## src/rtl/pipe_hold_ctrl_pkg.sv

```systemverilog
// Shared hold-level encodings, controller state encoding and watchdog default
// for the pipeline hold controller and its counters.
package pipe_hold_ctrl_pkg;

    typedef enum logic [2:0] {
        HOLD_NONE = 3'b000,
        HOLD_PC   = 3'b001,
        HOLD_IF   = 3'b010,
        HOLD_ID   = 3'b011
    } hold_e;

    typedef enum logic [1:0] {
        S_RUN    = 2'd0,
        S_JFLUSH = 2'd1,
        S_MCWAIT = 2'd2
    } state_e;

    localparam int MC_TIMEOUT_DEFAULT = 64;

endpackage

```

## src/rtl/pipe_hold_ctrl_sat_cnt.sv

```systemverilog
// Saturating up-counter with synchronous clear; sticks at all-ones.
module sat_cnt #(
    parameter int WIDTH = 32
) (
    input  logic             clk,
    input  logic             rst,
    input  logic             inc,
    input  logic             clr,
    output logic [WIDTH-1:0] count
);

    logic [WIDTH-1:0] count_reg;

    always_ff @(posedge clk) begin
        if (!rst) begin
            count_reg <= '0;
        end else if (clr) begin
            count_reg <= '0;
        end else if (inc && (count_reg != {WIDTH{1'b1}})) begin
            count_reg <= count_reg + 1'b1;
        end
    end

    assign count = count_reg;

endmodule

```

## src/rtl/pipe_hold_ctrl.sv

```systemverilog
// Pipeline hold/redirect controller: arbitrates jump, divider wait, interrupt
// hold and load-use stalls into one hold level, with a divider watchdog.
module pipe_hold_ctrl
    import pipe_hold_ctrl_pkg::*;
#(
    parameter int MC_TIMEOUT = MC_TIMEOUT_DEFAULT
) (
    input  logic        clk,
    input  logic        rst,
    input  logic        jump_flag_i,
    input  logic [31:0] jump_addr_i,
    input  logic        mc_busy_i,
    input  logic        irq_hold_i,
    input  logic        ld_use_i,
    output logic [2:0]  hold_flag_o,
    output logic        jump_flag_o,
    output logic [31:0] jump_addr_o,
    output logic        mc_timeout_o,
    output logic [31:0] stall_cycles_o
);

    localparam int WD_W = $clog2(MC_TIMEOUT + 1);
    localparam logic [WD_W-1:0] WD_LAST = WD_W'(MC_TIMEOUT - 1);

    state_e          state_reg;
    state_e          state_next;
    hold_e           hold_next;
    hold_e           low_prio_hold;
    logic            wd_inc;
    logic            wd_clr;
    logic [WD_W-1:0] wd_count;
    logic            timeout_reg;

    always_ff @(posedge clk) begin
        if (!rst) begin
            state_reg <= S_RUN;
        end else begin
            state_reg <= state_next;
        end
    end

    // Interrupt hold and load-use only matter once no jump or divider wait applies.
    always_comb begin
        low_prio_hold = HOLD_NONE;
        if (irq_hold_i) begin
            low_prio_hold = HOLD_ID;
        end else if (ld_use_i) begin
            low_prio_hold = HOLD_PC;
        end
    end

    always_comb begin
        state_next  = state_reg;
        hold_next   = HOLD_NONE;
        jump_flag_o = 1'b0;
        jump_addr_o = 32'd0;
        wd_inc      = 1'b0;
        wd_clr      = 1'b0;
        if (!rst) begin
            state_next = S_RUN;
            wd_clr     = 1'b1;
        end else if (jump_flag_i) begin
            jump_flag_o = 1'b1;
            jump_addr_o = jump_addr_i;
            hold_next   = HOLD_ID;
            state_next  = S_JFLUSH;
            wd_clr      = 1'b1;
        end else begin
            unique case (state_reg)
                S_JFLUSH: begin
                    // Busy seen here is picked up from RUN on the next cycle.
                    hold_next  = HOLD_IF;
                    state_next = S_RUN;
                end
                S_MCWAIT: begin
                    if (mc_busy_i) begin
                        hold_next = HOLD_ID;
                        wd_inc    = 1'b1;
                    end else begin
                        hold_next  = low_prio_hold;
                        state_next = S_RUN;
                        wd_clr     = 1'b1;
                    end
                end
                default: begin
                    if (mc_busy_i) begin
                        hold_next  = HOLD_ID;
                        state_next = S_MCWAIT;
                    end else begin
                        hold_next = low_prio_hold;
                    end
                end
            endcase
        end
    end

    sat_cnt #(
        .WIDTH(WD_W)
    ) u_watchdog (
        .clk  (clk),
        .rst  (rst),
        .inc  (wd_inc),
        .clr  (wd_clr),
        .count(wd_count)
    );

    sat_cnt #(
        .WIDTH(32)
    ) u_stall_cnt (
        .clk  (clk),
        .rst  (rst),
        .inc  (hold_next != HOLD_NONE),
        .clr  (1'b0),
        .count(stall_cycles_o)
    );

    // Sticky: fires on the wait cycle that brings the count up to MC_TIMEOUT.
    always_ff @(posedge clk) begin
        if (!rst) begin
            timeout_reg <= 1'b0;
        end else if (wd_inc && (wd_count >= WD_LAST)) begin
            timeout_reg <= 1'b1;
        end
    end

    assign hold_flag_o  = hold_next;
    assign mc_timeout_o = timeout_reg;

endmodule

```

## config.mk

```make
export PLATFORM = sky130hd
export DESIGN_NAME = pipe_hold_ctrl
export DESIGN_NICKNAME = d
export VERILOG_FILES = /design/src/rtl/pipe_hold_ctrl_pkg.sv /design/src/rtl/pipe_hold_ctrl_sat_cnt.sv /design/src/rtl/pipe_hold_ctrl.sv
export SDC_FILE = /design/constraint.sdc
export NUM_CORES = 1
export LEC_CHECK = 0
export CAP_MARGIN = 10
export CORE_UTILIZATION = 45
export CTS_CLUSTER_DIAMETER = 100
export DETAILED_ROUTE_END_ITERATION = 12
export GPL_TIMING_DRIVEN = 0
export PLACE_DENSITY = 0.83
export SLEW_MARGIN = 0
export SYNTH_ARGS = -nofsm -noshare
export SYNTH_HDL_FRONTEND = slang
export SYNTH_SLANG_ARGS = --single-unit
```

## constraint.sdc

```tcl
create_clock -name clk -period 4 [get_ports clk]
set_input_delay 1.2 -clock clk [delete_from_list [all_inputs] [get_ports clk]]
set_output_delay 1.2 -clock clk [all_outputs]
set_load 0.02 [all_outputs]
```

[After elaboration in Yosys (flattened, before gate mapping)]
Index checks and enable logic that the tools add are counted.
W data, S select, Z words.
Storage, ports and cells
  output and inout port bits: 69
  word-level logic and storage cells: 47
  input bits: 38
  register bits: 42
Operators by class
  eq/ne operators: 6
  multiplexer cells: 22
  $lt $le $gt $ge: 1
  $add $sub $neg: 2
  bitwise logic cells: 1
  reductions and logical operators: 10
Operators by type and width (number)
  $mux W32: 2
  $add A32 B1 Y32 const B: 1
  $ne A32 B32 Y1 const B: 1
  $mux W1: 12
  $mux W3: 4
  $add A7 B1 Y7 const B: 1
  $ge A7 B6 Y1 const B: 1
  $ne A7 B7 Y1 const B: 1
  $mux W2: 3
  $reduce_bool A3 Y1: 2
  $pmux W2 S2: 1
  $reduce_and A2 Y1: 2
  $reduce_bool A4 Y1: 1
  $reduce_or A2 Y1: 2
  $logic_and A1 B1 Y1: 3
  $ne A3 B3 Y1 const B: 1
  $eq A2 B1 Y1 const B: 1
  $eq A2 B2 Y1 const B: 1
  $ne A2 B2 Y1 const B: 1
  $not A1 Y1: 1

[Longest topological paths before layout]
Gate-level depths: netlist of the first run.
  word-level depth: 8
  depth in mapped cells: 9
  depth with buffers taken out: 7

[Modules after synthesis]
Synthesis of the first run repeated with hierarchy kept, for this count alone.
Unflattened totals
  cell total of the unflattened synthesis: 311
  area total of the unflattened synthesis: 2482.4 µm²
By module, submodules not included
  sat_cnt (u_stall_cnt): area an instance 1667.8 µm², times used 1, cells an instance 203, sequential area each 640.6 µm²
  pipe_hold_ctrl: area an instance 480.5 µm², times used 1, cells an instance 73, sequential area each 60.1 µm²
  sat_cnt (u_watchdog): area an instance 334.1 µm², times used 1, cells an instance 35, sequential area each 140.1 µm²

[Worst setup path after synthesis of the first run]
OpenSTA, ideal clock, no wires.
  path type: input to output
  start point: input port rst
  end point: output port hold_flag_o[0]
  stages: 5
  buffers on the path: 3
  arrival time: 2217 ps
  required time: 2800 ps
  setup slack: 583 ps
  cells stage by stage: clkbuf_1 > inv_1 > clkbuf_1 > buf_1 > nor2_1
Between the ends
  longest elaborated chain between the ends: 1
Ends and longest elaborated chain
  start, declared: RTL line pipe_hold_ctrl.sv:9  | input logic rst,
  $mux W3: RTL line pipe_hold_ctrl.sv:59  | if (!rst) begin
  end, declared: RTL line pipe_hold_ctrl.sv:15  | output logic [2:0] hold_flag_o,
No other way between the ends.

[Worst setup path after layout of the first run]
  start point: input port jump_flag_i
  end point: output port jump_addr_o[31]
Between the ends
  longest elaborated chain between the ends: 2
Ends and longest elaborated chain
  start, declared: RTL line pipe_hold_ctrl.sv:10  | input logic jump_flag_i,
  $mux W32: RTL line pipe_hold_ctrl.sv:62  | end else if (jump_flag_i) begin
  $mux W32: RTL line pipe_hold_ctrl.sv:59
  end, declared: RTL line pipe_hold_ctrl.sv:17  | output logic [31:0] jump_addr_o,
No other way between the ends.

==> impl_summary.txt, run 1 <==
----------------------------------------------------
[Run status]
  Run status ... finished clean

[Drt]
  Vias per Instance ... approximately 5.6
  First DRT Iteration DRCs ... ~170
  Sum of routed wire length over all layers ... 6.918 mm
  Residual DRC ... 0
  ANT nets after route ... 0
  WL/cell ... ~15 µm
  Pre-antenna DRT Iters ... 4
  Total via count after detailed routing ... roughly 2600

[Timing]
  Ratio of final minimum period to clock period ... 0.9807
  Worst relative slew slack ... 0.6071
  Final hold violations ... 0
  Clock tree skew after final layout ... 0.008000 ns
  Tmin final ... just under 4 ns
  Setup-violating endpoint count in the final report ... 0
  Max Freq ... about 250 MHz
  RSZ-0062 raised after global routing ... no
  Transition time at the pin with the least slew margin ... 0.5817 ns
  Final setup slack of the worst path ... about 0.077 ns
  Final Max Tran Viols ... 0

[Clocking]
  Clock slew at the register clock pins of the worst setup and hold paths ... 0.08 ns
  Post-CTS setup-driven buffer insertion count ... 0
  CTS tree ... built
  Number of levels in the clock H-tree ... 2
  Root buffer cell ... sky130_fd_sc_hd__clkbuf_8
  Max Buffers Root-to-Sink ... 2
  Clk sinks ... 42
  Number of buffers added by the clock tree synthesis step ... 5
  Clock latency on the worst-skew pair ... roughly 0.3 ns

[Cells and area]
  Non-filler cells in the finished layout ... ~470
  Layout Utilization ... 0.7324
  Net count, final ... between 400 and 500
  Layout-stage area growth over the synthesis result ... 51.93%
  Share of final-layout standard cells stronger than drive strength 1 ... 0.06767
  Diodes inserted ... 0
  Number of flip-flops under the largest register name ... 32
  Fillers ... ~400

[Floorplan]
  Starting utilization of the core area ... 0.4821
  Area of the core ... 0.004848 mm²
  Die width ... ~74 µm
  Top-level I/O count ... 107
  Vertical extent of the die ... ~74 µm
  Number of rows created at floorplan ... 25
  Die outline area ... between 0.005 and 0.006 mm²

[Power and ir drop]
  Leakage power ... ~1.5 nW
  Max IR drop VDD ... 0.2996 mV
  Cell area power density ... ~250 mW/mm²

[Placement]
  Port-buffer cells ... between 100 and 150
  Total instance count after detailed placement ... 458
  Post-place setup slack ... -0.3728 ns
  GP Congestion ... around 0.87
  HPWL after DPL ... around 5.2 mm

[Synthesis]
  Area fraction of the dominant cell type after synthesis ... 0.3597
  Ys async rst share ... 0
  Post-synth EDFFs ... 0
  Mean area per synthesized cell ... 8.144 µm²
  Count of cell types in the netlist ... 43
  Total nets after synthesis ... roughly 330
  Yosys warning count ... 0
  Post-synth top area cell ... sky130_fd_sc_hd__dfxtp_1
  Post-Synthesis Cells ... ~290
  Top cells by area, synth ... sky130_fd_sc_hd__dfxtp_1, sky130_fd_sc_hd__and3_1, sky130_fd_sc_hd__a21oi_1
  Flops & latches, synth ... 42
  Register area share after synthesis ... 0.3597
  Synth Flop Type ... sky130_fd_sc_hd__dfxtp_1
  Syn Std Cell Area ... 0.002337 mm²

[Global route]
  Pin count of the biggest net entering global routing ... 13
  Total congestion overflow ... 0
  Number of global-route vias before repair ... ~2300
  Initial antenna violation count ... 0
  Total global-route track usage ... 0.2648
  Global-route wire length before repair ... around 11 mm

[Setup path]
  Worst-path maximum fanout ... 10
  Worst endpoint data arrival time ... 2.72 ns
  Critical path startpoint ... jump_flag_i
  Required time of the worst setup path ... 2.80 ns
  Startpoint type of the worst setup path ... input pin
  Critical Path Sink Type ... output pin
  Worst reg2reg path startpoint ... state_reg[1]$_SDFFE_PP0P_
  Category of the most critical setup path ... input pin to output pin

[Job]
  Max-cap violations ... 0

[Worst hold path]
  Launch point of the worst hold path ... u_stall_cnt.count[23]$_SDFFE_PN0P_
  Hold Crit Class ... flop to flop

----------------------------------------------------
cells in the final DEF (no fill, tap or decap), types with 2 or more instances in the layout:
| cell | netlist | routed |
|---|---|---|
| sky130_fd_sc_hd__mux2i_1 | 2 | 2 |
| sky130_fd_sc_hd__or4_4 | 1 | 2 |
| sky130_fd_sc_hd__nand3_1 | 11 | 11 |
| sky130_fd_sc_hd__dlygate4sd2_1 | 0 | 21 |
| sky130_fd_sc_hd__buf_2 | 0 | 2 |
| sky130_fd_sc_hd__nor2_1 | 21 | 21 |
| sky130_fd_sc_hd__or4_1 | 14 | 13 |
| sky130_fd_sc_hd__and2_1 | 2 | 2 |
| sky130_fd_sc_hd__a31oi_1 | 2 | 2 |
| sky130_fd_sc_hd__dfxtp_1 | 42 | 42 |
| sky130_fd_sc_hd__dlymetal6s2s_1 | 0 | 5 |
| sky130_fd_sc_hd__a21oi_1 | 24 | 24 |
| sky130_fd_sc_hd__o41ai_1 | 2 | 2 |
| sky130_fd_sc_hd__ha_1 | 4 | 4 |
| sky130_fd_sc_hd__o211ai_1 | 2 | 2 |
| sky130_fd_sc_hd__or3_1 | 10 | 10 |
| sky130_fd_sc_hd__clkdlybuf4s50_1 | 0 | 78 |
| sky130_fd_sc_hd__o31ai_1 | 15 | 15 |
| sky130_fd_sc_hd__buf_4 | 5 | 5 |
| sky130_fd_sc_hd__clkbuf_2 | 0 | 4 |
| sky130_fd_sc_hd__nor3_1 | 4 | 4 |
| sky130_fd_sc_hd__a41oi_1 | 2 | 2 |
| sky130_fd_sc_hd__o311ai_0 | 2 | 2 |
| sky130_fd_sc_hd__nand4_2 | 2 | 2 |
| sky130_fd_sc_hd__and3_1 | 34 | 34 |
| sky130_fd_sc_hd__nand2_1 | 16 | 16 |
| sky130_fd_sc_hd__inv_1 | 11 | 11 |
| sky130_fd_sc_hd__clkbuf_1 | 12 | 8 |
| sky130_fd_sc_hd__clkbuf_8 | 0 | 6 |
| sky130_fd_sc_hd__xor2_1 | 6 | 6 |
| sky130_fd_sc_hd__nand4_1 | 11 | 11 |
| sky130_fd_sc_hd__o21ai_0 | 13 | 13 |
metrics by stage:
step | hold WS [ns] | area (µm²) | setup TNS (ns) | power (W)
2_1_floorplan | 0.4630 | 2337 | 0 | 0.0005206
3_3_place_gp | 0.4599 | 3462 | -7.129 | 0.0006092
3_5_place_dp | 0.4946 | 3462 | -7.611 | 0.0006121
4_1_cts | 0.5046 | 3538 | 0 | 0.0008877
5_1_grt | 0.5265 | 3551 | 0 | 0.0009218
6_report | 0.5072 | 3551 | 0 | 0.0008838
final timing paths:
path         cells after the start                                  to  slack [ns]
min reg2reg                      2  u_stall_cnt.count[23]$_SDFFE_PN0P_        0.51
max                              4                     jump_addr_o[31]        0.08
min                              2  u_stall_cnt.count[23]$_SDFFE_PN0P_        0.51
max reg2reg                      9   u_stall_cnt.count[4]$_SDFFE_PN0P_        1.86
critical path, cell delays in order:
cell	delay (ns)
sky130_fd_sc_hd__clkdlybuf4s50_1	0.51
sky130_fd_sc_hd__clkbuf_2	0.21
sky130_fd_sc_hd__and3_1	0.18
sky130_fd_sc_hd__clkdlybuf4s50_1	0.62
cells in the mapped netlist (4+ instances only):
master and count:
sky130_fd_sc_hd__xor2_1 6, sky130_fd_sc_hd__buf_4 5, sky130_fd_sc_hd__nand3_1 11, sky130_fd_sc_hd__or4_1 14
sky130_fd_sc_hd__o31ai_1 15, sky130_fd_sc_hd__o21ai_0 13, sky130_fd_sc_hd__dfxtp_1 42, sky130_fd_sc_hd__or3_1 10
sky130_fd_sc_hd__clkbuf_1 12, sky130_fd_sc_hd__ha_1 4, sky130_fd_sc_hd__and3_1 34, sky130_fd_sc_hd__a21oi_1 24
sky130_fd_sc_hd__nor3_1 4, sky130_fd_sc_hd__inv_1 11, sky130_fd_sc_hd__nor2_1 21, sky130_fd_sc_hd__nand4_1 11
sky130_fd_sc_hd__nand2_1 16
power by group:
group          leakage, nW  internal (W)  switching (W)  total [W]
Combinational         1.08     0.0000817      0.0000822   0.000164
Clock               0.0482      0.000139       0.000146   0.000286
Sequential           0.339      0.000425     0.00000939   0.000434
kinds of logic (layout without fill, tap and decap cells):
group	Yosys count	count (layout)	synth area share
AO/OA/AOI/OAI	69	69	0.1879
XOR/XNOR	7	7	0.02623
adder cells (fa/ha/maj)	4	4	0.02141
buffers and inverters	30	142	0.05942
flip-flops	42	42	0.3597
multiplexers	2	2	0.008566
other	1	1	0.001604
AND/OR/NAND/NOR	132	132	0.3351
timing repair:
action	4_1_cts	5_1_grt
endpoints found under the setup margin	35	10
resized for setup	28	6
hold buffers	0	0
cell type report:
cell class                 instances  area (µm²)  area share
clock buffer                       7       86.33     0.02431
buffer                            19       105.1     0.02960
tap                               67       83.83     0.02361
timing repair buffer             104        1027      0.2893
inverter                          11       41.29     0.01163
sequential                        42       840.8      0.2368
clock inverter                     1       5.005    0.001409
multi-input combinational        215        1361      0.3834
metal layers:
metal / up-vias / share of wire / track usage
met5: - / 0 / 0
met2: 79 / 0.48 / 0.4061
li1: 1300 / - / -
met3: 8 / 0.050 / 0.03659
met4: 0 / 0.013 / 0.1004
met1: 1217 / 0.46 / 0.3764
Power figures use the tool's default switching activity.
==> run 2: changes to the inputs <==
--- a/config.mk
+++ b/config.mk
@@ -15,3 +15,4 @@
 export SYNTH_ARGS = -nofsm -noshare
 export SYNTH_HDL_FRONTEND = slang
 export SYNTH_SLANG_ARGS = --single-unit
+export TNS_END_PERCENT = 100
==> results of run 2 <==
No change in the layout: final DEF, timing and power equal those of run 1.
==> run 3: changes to the inputs <==
--- a/config.mk
+++ b/config.mk
@@ -5,7 +5,7 @@
 export SDC_FILE = /design/constraint.sdc
 export NUM_CORES = 1
 export LEC_CHECK = 0
-export CAP_MARGIN = 10
+export CAP_MARGIN = 20
 export CORE_UTILIZATION = 45
 export CTS_CLUSTER_DIAMETER = 100
 export DETAILED_ROUTE_END_ITERATION = 12
==> results of run 3 <==
No change in the layout: final DEF, timing and power equal those of run 1.
==> variant: new RTL, config.mk and constraints of run 1 <==
Add an input register stage for `irq_hold_i`, without a reset; this delays it by one clock. The other inputs are not delayed to match.
--- a/src/rtl/pipe_hold_ctrl.sv
+++ b/src/rtl/pipe_hold_ctrl.sv
@@ -24,2 +24,8 @@
 
+    logic irq_hold_q;
+
+    always_ff @(posedge clk) begin
+        irq_hold_q <= irq_hold_i;
+    end
+
     state_e          state_reg;
@@ -44,3 +50,3 @@
         low_prio_hold = HOLD_NONE;
-        if (irq_hold_i) begin
+        if (irq_hold_q) begin
             low_prio_hold = HOLD_ID;
Function: changed (Yosys sat finds a counterexample within 4 cycles, from zero or initial values and one cycle with rst low).
==> variant against run 1 <==
  * Routed wire length fell by 1.1%
  * Setup slack got worse by 2.9 ps
  * Sequential cell count rose by 1
  * Largest power group unchanged
  * Clock skew barely moved
  * Die area rose by 2.5%
  * Critical path type unchanged
  * Final area rose by 2.1%
  * Critical path depth did not move
  * Sequential share of layout area rose by 0.070 points
  * Synthesized area rose by 2.6%
  * Total power rose by 3.0%
==> variant: results <==
{
  "critPathMaxStageDelay_ps": 580,
  "wl_met3_um": 414,
  "port_buffers": 105,
  "dr.pass1.iters": 4,
  "drtIter0Drc": 101,
  "grt_max_degree": 14,
  "reg2reg_slack_ps": 1620,
  "wl_per_cell_um": 14.4,
  "holdPathEnd": "mc_timeout_o$_SDFFE_PN0P_",
  "diodes": 0,
  "dpl.hpwl_um": 5130,
  "r2r-end": "u_stall_cnt.count[15]$_SDFFE_PN0P_",
  "worstReg2RegStart": "u_stall_cnt.count[0]$_SDFFE_PN0P_",
  "power_switching_share_pct": 27.4,
  "vias": 2613,
  "grt_first_pass_wirelength_um": 10300,
  "fin_skew_ps": 8.07,
  "grt_util_met1_pct": 29.1,
  "ys_seq_area_share_pct": 35.9,
  "synth_common_cells": "dfxtp_1 (43), and3_1 (38), nand2_1 (31)",
  "grt_pass1_vias": 2226,
  "status": "completed",
  "wl_met2_um": 3340,
  "largest_reg_flops": 32,
  "slowest_stage": "or4_1",
  "vdd_ir_drop_max_v": 0.000200,
  "met2_usage_pct": 42.1,
  "place_area_mm2": 0.00354,
  "synth_nets": 336,
  "path_max_fanout": 4,
  "max_slew_margin_pct": 43.7,
  "grt_use_total_pct": 24.1,
  "highest_layer": "met4",
  "hold_ws_ps": 473,
  "drive_gt1_share_pct": 7.39,
  "synth_cell_types": 42,
  "synth_cells": 294,
  "r2r_cells": 6,
  "gp_congestion": 0.807,
  "min-delay-start": "mc_timeout_o$_SDFFE_PN0P_",
  "final_nets": 447,
  "p_leak_nw": 1.52,
  "synth_area_leaders": "dfxtp_1 (36%), and3_1 (9.9%), mux2i_1 (5.8%), nand2_1 (4.9%), a21oi_1 (3.1%)"
}
==> variant: cell types whose count changed in the layout (fill, tap and decap cells not counted), sizes merged, moves of 7 or more <==
cell,delta
a21oi,-9
mux2i,+12
nand2,+15
nand2b,+7
o31ai,-7
or4,-7
==> variant: timing repair <==
| item | CTS | global route |
|---|---|---|
| setup endpoints to repair | 35 | 5 |
| cloned | 0 | 0 |
| gates resized for setup | 35 | 5 |
==> variant: cell families after synthesis <==
logic type	count (synthesis)	synth area share, %
simple gates	156	36.5
compound gates	45	12.3
flops	43	35.9
buf+inv	24	4.59
mux	14	5.85
xor+xnor	7	2.56
fa+ha+maj	4	2.09
other cells	1	0.156
==> variant: area by class of cell <==
cell class / count / area [µm²]
Buffer: 16 / 104
Clock inverter: 1 / 8.76
Sequential cell: 43 / 861
Tap cell: 70 / 87.6
Inverter: 7 / 26.3
Timing Repair Buffer: 105 / 1020
Clock buffer: 7 / 86.3
Multi-Input combinational cell: 227 / 1430
Fill cell: 448 / 1480
==> variant: through the flow <==
step	cells	worst slack, ps
floorplan	294	767
global placement	469	-764
detailed placement	469	-750
CTS	476	4.84
global route	476	18.6
finish	476	74.4
==> variant: power by group through the flow <==
stage          sequential, mW  combinational (mW)  clock, mW
3_3_place_gp            0.455               0.169          0
2_1_floorplan           0.460              0.0739          0
3_5_place_dp            0.455               0.172          0
5_1_grt                 0.447               0.181      0.319
6_report                0.445               0.167      0.297
4_1_cts                 0.445               0.168      0.303
==> variant: worst max-delay path by stage <==
stage,end,slack [ps],cells past startpoint
6_report,hold_flag_o[1],70,4
3_5_place_dp,jump_addr_o[29],-750,5
3_3_place_gp,jump_addr_o[29],-760,5
5_1_grt,jump_addr_o[26],20,4
2_1_floorplan,jump_addr_o[29],770,3
4_1_cts,jump_addr_o[29],5,5
